--- src/rtl/alu_seq_core_if.sv ---
// Handshake bundle between the instruction front-end, alu_seq_core and writeback.
// master = front-end/consumer side, slave = core side.
interface alu_seq_core_if #(
  parameter int OPW   = 16,
  parameter int CNT_W = 8
);
  logic [2*OPW-1:0] instruction;
  logic [3:0]       op;
  logic             in_valid;
  logic             ready;
  logic [2*OPW-1:0] result;
  logic [3:0]       flags;
  logic             err;
  logic             res_valid;
  logic             res_ready;
  logic [CNT_W-1:0] op_cnt;

  modport master (
    output instruction, op, in_valid, res_ready,
    input  ready, result, flags, err, res_valid, op_cnt
  );

  modport slave (
    input  instruction, op, in_valid, res_ready,
    output ready, result, flags, err, res_valid, op_cnt
  );
endinterface

--- src/rtl/alu_seq_core.sv ---
// Handshaked ALU core: single-cycle ops plus an optional iterative shift-add multiply.
// Define ALU_SEQ_MUL_EN to build the multiplier (opcode 8); otherwise opcode 8 is illegal.
module alu_seq_core #(
  parameter int OPW   = 16,
  parameter int CNT_W = 8
) (
  input logic          clk,
  input logic          rst,
  alu_seq_core_if.slave bus
);
  localparam int SHW = $clog2(OPW);

  typedef enum logic [1:0] {
    IDLE = 2'd0,
    EXEC = 2'd1,
    DONE = 2'd2
  } state_t;

  state_t           state_q, state_d;
  logic             ready_q, ready_d;
  logic             res_valid_q, res_valid_d;
  logic [2*OPW-1:0] result_q, result_d;
  logic [3:0]       flags_q, flags_d;
  logic             err_q, err_d;
  logic [CNT_W-1:0] op_cnt_q, op_cnt_d;

  logic [OPW-1:0]   a_s, b_s;
  logic [OPW:0]     sum_s, diff_s;
  logic [OPW-1:0]   alu_res_s;
  logic             alu_c_s, alu_v_s, alu_ill_s;

`ifdef ALU_SEQ_MUL_EN
  logic [2*OPW-1:0] mcand_q, mcand_d;
  logic [OPW-1:0]   mplier_q, mplier_d;
  logic [2*OPW-1:0] acc_q, acc_d;
  logic [2*OPW-1:0] acc_nxt_s;
  logic [SHW-1:0]   step_q, step_d;
`endif

  assign a_s = bus.instruction[OPW-1:0];
  assign b_s = bus.instruction[2*OPW-1:OPW];

  // Single-cycle datapath evaluated straight from the presented operands
  always_comb begin
    sum_s     = {1'b0, a_s} + {1'b0, b_s};
    diff_s    = {1'b0, a_s} - {1'b0, b_s};
    alu_res_s = '0;
    alu_c_s   = 1'b0;
    alu_v_s   = 1'b0;
    alu_ill_s = 1'b0;
    case (bus.op)
      4'd0: begin
        alu_res_s = sum_s[OPW-1:0];
        alu_c_s   = sum_s[OPW];
        alu_v_s   = (a_s[OPW-1] == b_s[OPW-1]) && (sum_s[OPW-1] != a_s[OPW-1]);
      end
      4'd1: begin
        alu_res_s = diff_s[OPW-1:0];
        alu_c_s   = diff_s[OPW];  // borrow out equals unsigned A<B
        alu_v_s   = (a_s[OPW-1] != b_s[OPW-1]) && (diff_s[OPW-1] != a_s[OPW-1]);
      end
      4'd2: alu_res_s = a_s & b_s;
      4'd3: alu_res_s = a_s | b_s;
      4'd4: alu_res_s = a_s ^ b_s;
      4'd5: alu_res_s = a_s << b_s[SHW-1:0];
      4'd6: alu_res_s = a_s >> b_s[SHW-1:0];
      4'd7: alu_res_s = a_s;
`ifdef ALU_SEQ_MUL_EN
      4'd8: alu_ill_s = 1'b0;
`endif
      default: alu_ill_s = 1'b1;
    endcase
  end

  // Next-state and output-register update for the IDLE/EXEC/DONE controller
  always_comb begin
    state_d     = state_q;
    ready_d     = ready_q;
    res_valid_d = res_valid_q;
    result_d    = result_q;
    flags_d     = flags_q;
    err_d       = err_q;
    op_cnt_d    = op_cnt_q;
`ifdef ALU_SEQ_MUL_EN
    mcand_d   = mcand_q;
    mplier_d  = mplier_q;
    acc_d     = acc_q;
    step_d    = step_q;
    acc_nxt_s = acc_q + (mplier_q[0] ? mcand_q : '0);
`endif
    case (state_q)
      IDLE: begin
        if (!ready_q) begin
          ready_d = 1'b1;
        end else if (bus.in_valid) begin
          ready_d     = 1'b0;
          state_d     = DONE;
          res_valid_d = 1'b1;
          result_d    = {{OPW{1'b0}}, alu_res_s};
          flags_d     = alu_ill_s ? 4'b0000
                                  : {alu_v_s, alu_c_s, alu_res_s[OPW-1], (alu_res_s == '0)};
          err_d       = alu_ill_s;
`ifdef ALU_SEQ_MUL_EN
          if (bus.op == 4'd8) begin
            state_d     = EXEC;
            res_valid_d = 1'b0;
            result_d    = result_q;
            flags_d     = flags_q;
            err_d       = 1'b0;
            mcand_d     = {{OPW{1'b0}}, a_s};
            mplier_d    = b_s;
            acc_d       = '0;
            step_d      = '0;
          end else begin
            state_d = DONE;
          end
`endif
        end else begin
          ready_d = 1'b1;
        end
      end
`ifdef ALU_SEQ_MUL_EN
      EXEC: begin
        acc_d    = acc_nxt_s;
        mcand_d  = mcand_q << 1;
        mplier_d = mplier_q >> 1;
        step_d   = step_q + SHW'(1);
        // Always runs all OPW steps, even for zero operands
        if (step_q == SHW'(OPW - 1)) begin
          state_d     = DONE;
          res_valid_d = 1'b1;
          result_d    = acc_nxt_s;
          flags_d     = {2'b00, acc_nxt_s[2*OPW-1], (acc_nxt_s == '0)};
          err_d       = 1'b0;
        end else begin
          state_d = EXEC;
        end
      end
`endif
      DONE: begin
        if (bus.res_ready) begin
          state_d     = IDLE;
          res_valid_d = 1'b0;
          ready_d     = 1'b1;
          op_cnt_d    = op_cnt_q + CNT_W'(1);
        end else begin
          state_d = DONE;
        end
      end
      default: begin
        state_d     = IDLE;
        res_valid_d = 1'b0;
        ready_d     = 1'b0;
      end
    endcase
  end

  // State and output registers, asynchronously cleared
  always_ff @(posedge clk or posedge rst) begin
    if (rst) begin
      state_q     <= IDLE;
      ready_q     <= 1'b0;
      res_valid_q <= 1'b0;
      result_q    <= '0;
      flags_q     <= 4'b0000;
      err_q       <= 1'b0;
      op_cnt_q    <= '0;
`ifdef ALU_SEQ_MUL_EN
      mcand_q     <= '0;
      mplier_q    <= '0;
      acc_q       <= '0;
      step_q      <= '0;
`endif
    end else begin
      state_q     <= state_d;
      ready_q     <= ready_d;
      res_valid_q <= res_valid_d;
      result_q    <= result_d;
      flags_q     <= flags_d;
      err_q       <= err_d;
      op_cnt_q    <= op_cnt_d;
`ifdef ALU_SEQ_MUL_EN
      mcand_q     <= mcand_d;
      mplier_q    <= mplier_d;
      acc_q       <= acc_d;
      step_q      <= step_d;
`endif
    end
  end

  assign bus.ready     = ready_q;
  assign bus.res_valid = res_valid_q;
  assign bus.result    = result_q;
  assign bus.flags     = flags_q;
  assign bus.err       = err_q;
  assign bus.op_cnt    = op_cnt_q;
endmodule

--- src/flat_wrapper.sv ---
// flat-port wrapper written by rule: the top's interface ports become plain ports
module alu_seq_core_flat 
#(
  parameter int OPW   = 16,
  parameter int CNT_W = 8
)
  (clk, rst, bus_instruction, bus_op, bus_in_valid, bus_res_ready, bus_ready, bus_result, bus_flags, bus_err, bus_res_valid, bus_op_cnt);
  alu_seq_core_if #(.OPW(OPW), .CNT_W(CNT_W)) bus_i ();
  input logic clk;
  input logic rst;
  input wire logic [$bits(bus_i.instruction)-1:0] bus_instruction;
  input wire logic [$bits(bus_i.op)-1:0] bus_op;
  input wire logic [$bits(bus_i.in_valid)-1:0] bus_in_valid;
  input wire logic [$bits(bus_i.res_ready)-1:0] bus_res_ready;
  output wire logic [$bits(bus_i.ready)-1:0] bus_ready;
  output wire logic [$bits(bus_i.result)-1:0] bus_result;
  output wire logic [$bits(bus_i.flags)-1:0] bus_flags;
  output wire logic [$bits(bus_i.err)-1:0] bus_err;
  output wire logic [$bits(bus_i.res_valid)-1:0] bus_res_valid;
  output wire logic [$bits(bus_i.op_cnt)-1:0] bus_op_cnt;
  assign bus_i.instruction = bus_instruction;
  assign bus_i.op = bus_op;
  assign bus_i.in_valid = bus_in_valid;
  assign bus_i.res_ready = bus_res_ready;
  assign bus_ready = bus_i.ready;
  assign bus_result = bus_i.result;
  assign bus_flags = bus_i.flags;
  assign bus_err = bus_i.err;
  assign bus_res_valid = bus_i.res_valid;
  assign bus_op_cnt = bus_i.op_cnt;
  alu_seq_core #(.OPW(OPW), .CNT_W(CNT_W)) u_core (.clk(clk), .rst(rst), .bus(bus_i));
endmodule
--- config.mk ---
export PLATFORM = sky130hd
export DESIGN_NAME = alu_seq_core_flat
export DESIGN_NICKNAME = d
export VERILOG_FILES = /design/src/rtl/alu_seq_core_if.sv /design/src/rtl/alu_seq_core.sv /design/src/flat_wrapper.sv
export SDC_FILE = /design/constraint.sdc
export NUM_CORES = 1
export LEC_CHECK = 0
export BUFFER_PORTS_ARGS = -buffer_cell sky130_fd_sc_hd__buf_4
export CAP_MARGIN = 10
export CORE_MARGIN = 2
export CORE_UTILIZATION = 28
export DETAILED_ROUTE_END_ITERATION = 8
export PLACE_DENSITY = 0.49
export SLEW_MARGIN = 10
export SYNTH_ARGS = -nofsm -noshare
export SYNTH_HDL_FRONTEND = slang
export SYNTH_SLANG_ARGS = --single-unit
--- constraint.sdc ---
create_clock -name clk -period 3.9 [get_ports clk]
set_input_delay 0.78 -clock clk [delete_from_list [all_inputs] [get_ports clk]]
set_output_delay 0.78 -clock clk [all_outputs]
set_load 0.02 [all_outputs]
Word-level counts from Yosys, hierarchy flattened
Cells that the tools add are included.
Storage, ports and cells
  register bits: 33
  latch bits: 0
  RAM bits: 0
  ROM bits: 0
  input port bits: 40
  output and inout bits: 47
  memories kept: 0
Cells by class
  add/sub/neg operators: 3
  multipliers: 0
  div/mod/pow operators: 0
  order comparisons: 0
  equal/unequal tests: 15
  shift-type cells: 2
  mux-type cells: 17
  bitwise operators: 3
  reduce and logical (&&, ||, !) cells: 10
Operators by type and width (count)
  16-bit case mux with 8 select lines: 1
  16-bit by 16-bit adder with 17-bit output: 1
  16-bit by 16-bit subtractor with 17-bit output: 1
  16-bit AND: 1
  4-bit by 3-bit equality test with 1-bit output (second input constant): 4
  16-bit logical NOT: 1
  16-bit bitwise OR: 1
  16-bit by 4-bit left shift with 16-bit output: 1
  16-bit by 4-bit right shift with 16-bit output: 1
  16-bit XOR: 1
  8-bit by 1-bit adder with 8-bit output (second input constant): 1
  4-bit by 2-bit equality test with 1-bit output (second input constant): 2
  1-bit case mux with 2 select lines: 4
  8-bit OR reduction: 1
  1-bit two-way mux: 7
  2-bit two-way mux: 3
  3-bit AND reduction: 2
  4-bit by 1-bit equality test with 1-bit output (second input constant): 1
  4-bit logical NOT: 1
  4-bit two-way mux: 1
  2-bit != test (second input constant): 2
  2-bit case mux with 2 select lines: 1
  2-bit AND reduction: 2
  1-bit != test: 3
  other kinds (5): 6

Depth between registers and ports, before layout
  depth after elaboration: 5
  mapped depth: 14

Worst setup path before layout
OpenSTA, ideal clock, no wires.
  path type: input to register
  start point: input port bus_instruction[18]
  end point: register u_core.flags_q[0] (netlist: u_core.bus.flags[0])
  library setup time: 0.092 ns
  data arrival time: 3.824 ns
  required time: 3.808 ns
  slack: -0.016 ns
  stages: 13
  buffers on the path: 2
  cells stage by stage: clkbuf_1 -> inv_1 -> clkbuf_1 -> ha_1 -> nand2b_1 -> a211o_1 -> a211o_1 -> and3_1 -> o22a_1 -> or4_1 -> nor4_1 -> nand4_1 -> o31ai_2
On the way
  longest elaborated chain between the ends: 4
Ends and longest elaborated chain
  start: declaration: line flat_wrapper.sv:11  | input wire logic [$bits(bus_i.instruction)-1:0] bus_instruction;
  16-bit by 16-bit subtractor with 17-bit output (tied with other cells): line alu_seq_core.sv:46  | diff_s = {1'b0, a_s} - {1'b0, b_s};
  16-bit case mux with 8 select lines (*): line alu_seq_core.sv:51  | case (bus.op)
  16-bit logical NOT (*): line alu_seq_core.sv:101  | : {alu_v_s, alu_c_s, alu_res_s[OPW-1], (alu_res_s == '0)};
  4-bit two-way mux (*): line alu_seq_core.sv:100  | flags_d = alu_ill_s ? 4'b0000
  end signal: assignment: line alu_seq_core.sv:179  | flags_q <= flags_d;
  end: declaration: line alu_seq_core.sv:23  | logic [3:0] flags_q, flags_d;
Mark *: on every way between the ends. The rest lies on a longest branch, timed or not.
A chain may end at the register's enable or synchronous reset.

Worst setup path after layout
  start point: input port bus_instruction[0]
  end point: register u_core.flags_q[0] (netlist: u_core.bus.flags[0])
Same word-level chain as after synthesis.

==> run summary <==
I/O pin count: 87
initial core utilization: 0.2865
Nets: 869
Post-Syn Area: 5378 um^2
hpwl dp: 16,060 um
register area: 775.7 um^2
DRT Pass-1 Iters: 9
synth unique cells: 75
critical path arrival: 3910 ps
power per cell area: 323.3 nW/um^2
yosys warns: 0
Port-buffer cells: 70
Synth Instances: 695
ANT nets after route: 0
# Max-Cap Violations: 0
setup ws final: 175.3 ps
footprint of the multi-input gates: 4141 um^2
CP required: 4080 ps
min cycle time layout: 3725 ps
leading area contributor after synthesis: dfrtp_1
worst hold path cell count: 1
global-route wire length before repair: 30,050 um
worst skew pair latency: 270 ps
Setup Skew: 2.204 ps
leak pwr: 2.895 nW
CTS tree: yes
Worst Reg-to-Reg Cells: 7
Max Clock Freq: 268.5 MHz
die area: 20,330 um^2
Via density: 5.518
post-CTS sizing: 0
routed len/inst: 19.39 um
HP Class: reg -> reg
share of cells above drive strength 1: 0.2242
Slew Viols, Final: 0
fin util: 0.3448
Clock Path Buffers: 2
vias in the first global route: 5,180
vias: 5,573
Die H: 142.6 um
pre-CTS WS: -84.04 ps
maximum vdd ir drop: 0.1769 mV
Placed Instance Area: 6331 um^2
fin cells: 1,010
ys async rst share: 1.000
Critical Path Fanout Max: 2
Worst-Margin Slew: 821.3 ps
post-CTS setup buffers: 0
row count: 50
gr ovfl total: 0
syn avg cell area: 7.738 um^2
initial antenna violation count: 0
Layout fillers: 1,993
Hold Slack: 468.1 ps
core area: 18,770 um^2
Tot GR Track Use: 0.1893
TritonCTS Buffers: 5
1st-iter DRT viols: 510
commonest non-fill, non-tap cell in the layout: buf_4
prevailing post-synth register cell: dfrtp_1
Startpoint Class: primary input
most frequent cells in the layout: buf_4, nand2_1, nor2_1
Final Hold Fails: 0
largest net degree at the start of global routing: 37
RSZ-0062 raised after global routing: false
Setup CP Type: in -> reg
drt drc: 3
run status: finished, violations left
EDFF count, synth: 0
routability cong.: 0.9570
crit share post-route: 0.9550
Clock transition at path regs: 50 ps
H-Tree Depth: 2
Clock Sinks: 31
Yosys reg bits: 31
Setup crit end kind: flip-flop
Detailed Route WL: 19,580 um
Rel. slew slack: 0.4483
Final setup viols: 0
clock root buffer: clkbuf_16
Placed Instances: 1,002
final instance area: 6471 um^2
failing checks: DRC
sequential-to-total area share from yosys stat: 0.1443
synth top area cells: dfrtp_1, ha_1, mux4_2
Chip Width: 142.6 um
Layout area overhead: 20.34%
Synth top area share: 0.1443
CTS Hold Bufs: 0
antenna cells: 0
layer usage:
layer	up-vias	routed length, um	GRT usage
li1	2709	-	-
met1	2620	9321	0.2847
met2	220	8540	0.2918
met3	24	1348	0.01447
met4	0	372	0.04638
met5	-	0	0
through the flow:
step,total power [mW],TNS [ps]
detailed placement,1.731,-84.04
global placement,1.729,-19.04
finish,2.092,0
CTS,2.104,0
floorplan,1.259,0
global route,2.237,0
cell type report:
cell class                      count  share of cell area
Multi-Input combinational cell    565              0.6400
Timing Repair Buffer              120              0.1431
Sequential cell                    31              0.1199
Tap cell                          234             0.04524
Inverter                           52             0.03016
Clock buffer                        5             0.01933
Clock inverter                      3            0.002320
registers in the layout, indices dropped and copies added, names as in the netlist:
| register | cells |
|---|---|
| u_core.bus.op_cnt | 8 |
| u_core.bus.result | 16 |
| u_core.bus.ready | 1 |
| u_core.bus.err | 1 |
| u_core.state_q | 1 |
| u_core.bus.res_valid | 1 |
| u_core.bus.flags | 3 |
synthesized netlist by cell type (all sizes together), types with 5 or more instances:
cell,number
a211o,5
nor2,57
nand2b,10
a2111oi,5
mux4,12
nand4,9
nor3,17
a21oi,39
o21ai,43
nand3,10
a211oi,15
buf,40
inv,52
mux2,19
mux2i,17
or3b,5
o211ai,9
ha,52
nor4,8
a221oi,8
clkbuf,22
xnor2,12
a22oi,10
nand2,68
o221ai,5
a21o,5
and2,6
dfrtp,31
nor2b,6
a221o,6
nand3b,10
final timing paths:
path | startpoint | endpoint | slack [ps]
setup / recovery | bus_instruction[0] | u_core.bus.flags[0] | 180
hold / removal | u_core.bus.op_cnt[7] | u_core.bus.op_cnt[7] | 470
setup reg to reg | u_core.state_q[1] | u_core.bus.flags[0] | 1780
hold reg to reg | u_core.bus.op_cnt[7] | u_core.bus.op_cnt[7] | 470
max in group asynchronous | rst | u_core.bus.flags[2] | 3020
min in group asynchronous | rst | u_core.bus.result[4] | 590
cell families (layout without fill, tap and decap cells):
group,after synthesis,count (layout),share of synthesized area
and+or+nand+nor,230,230,0.2185
DFF,31,31,0.1443
xor gates and xnor gates,14,14,0.02280
adders and majority gates,54,54,0.1284
other,1,16,0.0006973
muxes,48,48,0.1224
AOI/OAI and AO/OA,203,203,0.2634
buffers and inverters,114,180,0.09958
report_power, final:
| group | internal, mW | switching (mW) |
|---|---|---|
| Combinational | 0.501 | 0.689 |
| Sequential | 0.446 | 0.0927 |
| Clock | 0.232 | 0.131 |
| Total | 1.18 | 0.913 |
worst max-delay path, cell delays in order:
cell,delay [ps]
buf_4,110
ha_1,210
fa_1,430
a21oi_1,270
o2111ai_1,200
a221oi_1,350
o21ai_0,120
o22a_1,180
or4_1,600
nor4_1,320
nand4_1,150
o31ai_2,180
Note: power is estimated with default switching activity, not from simulation.
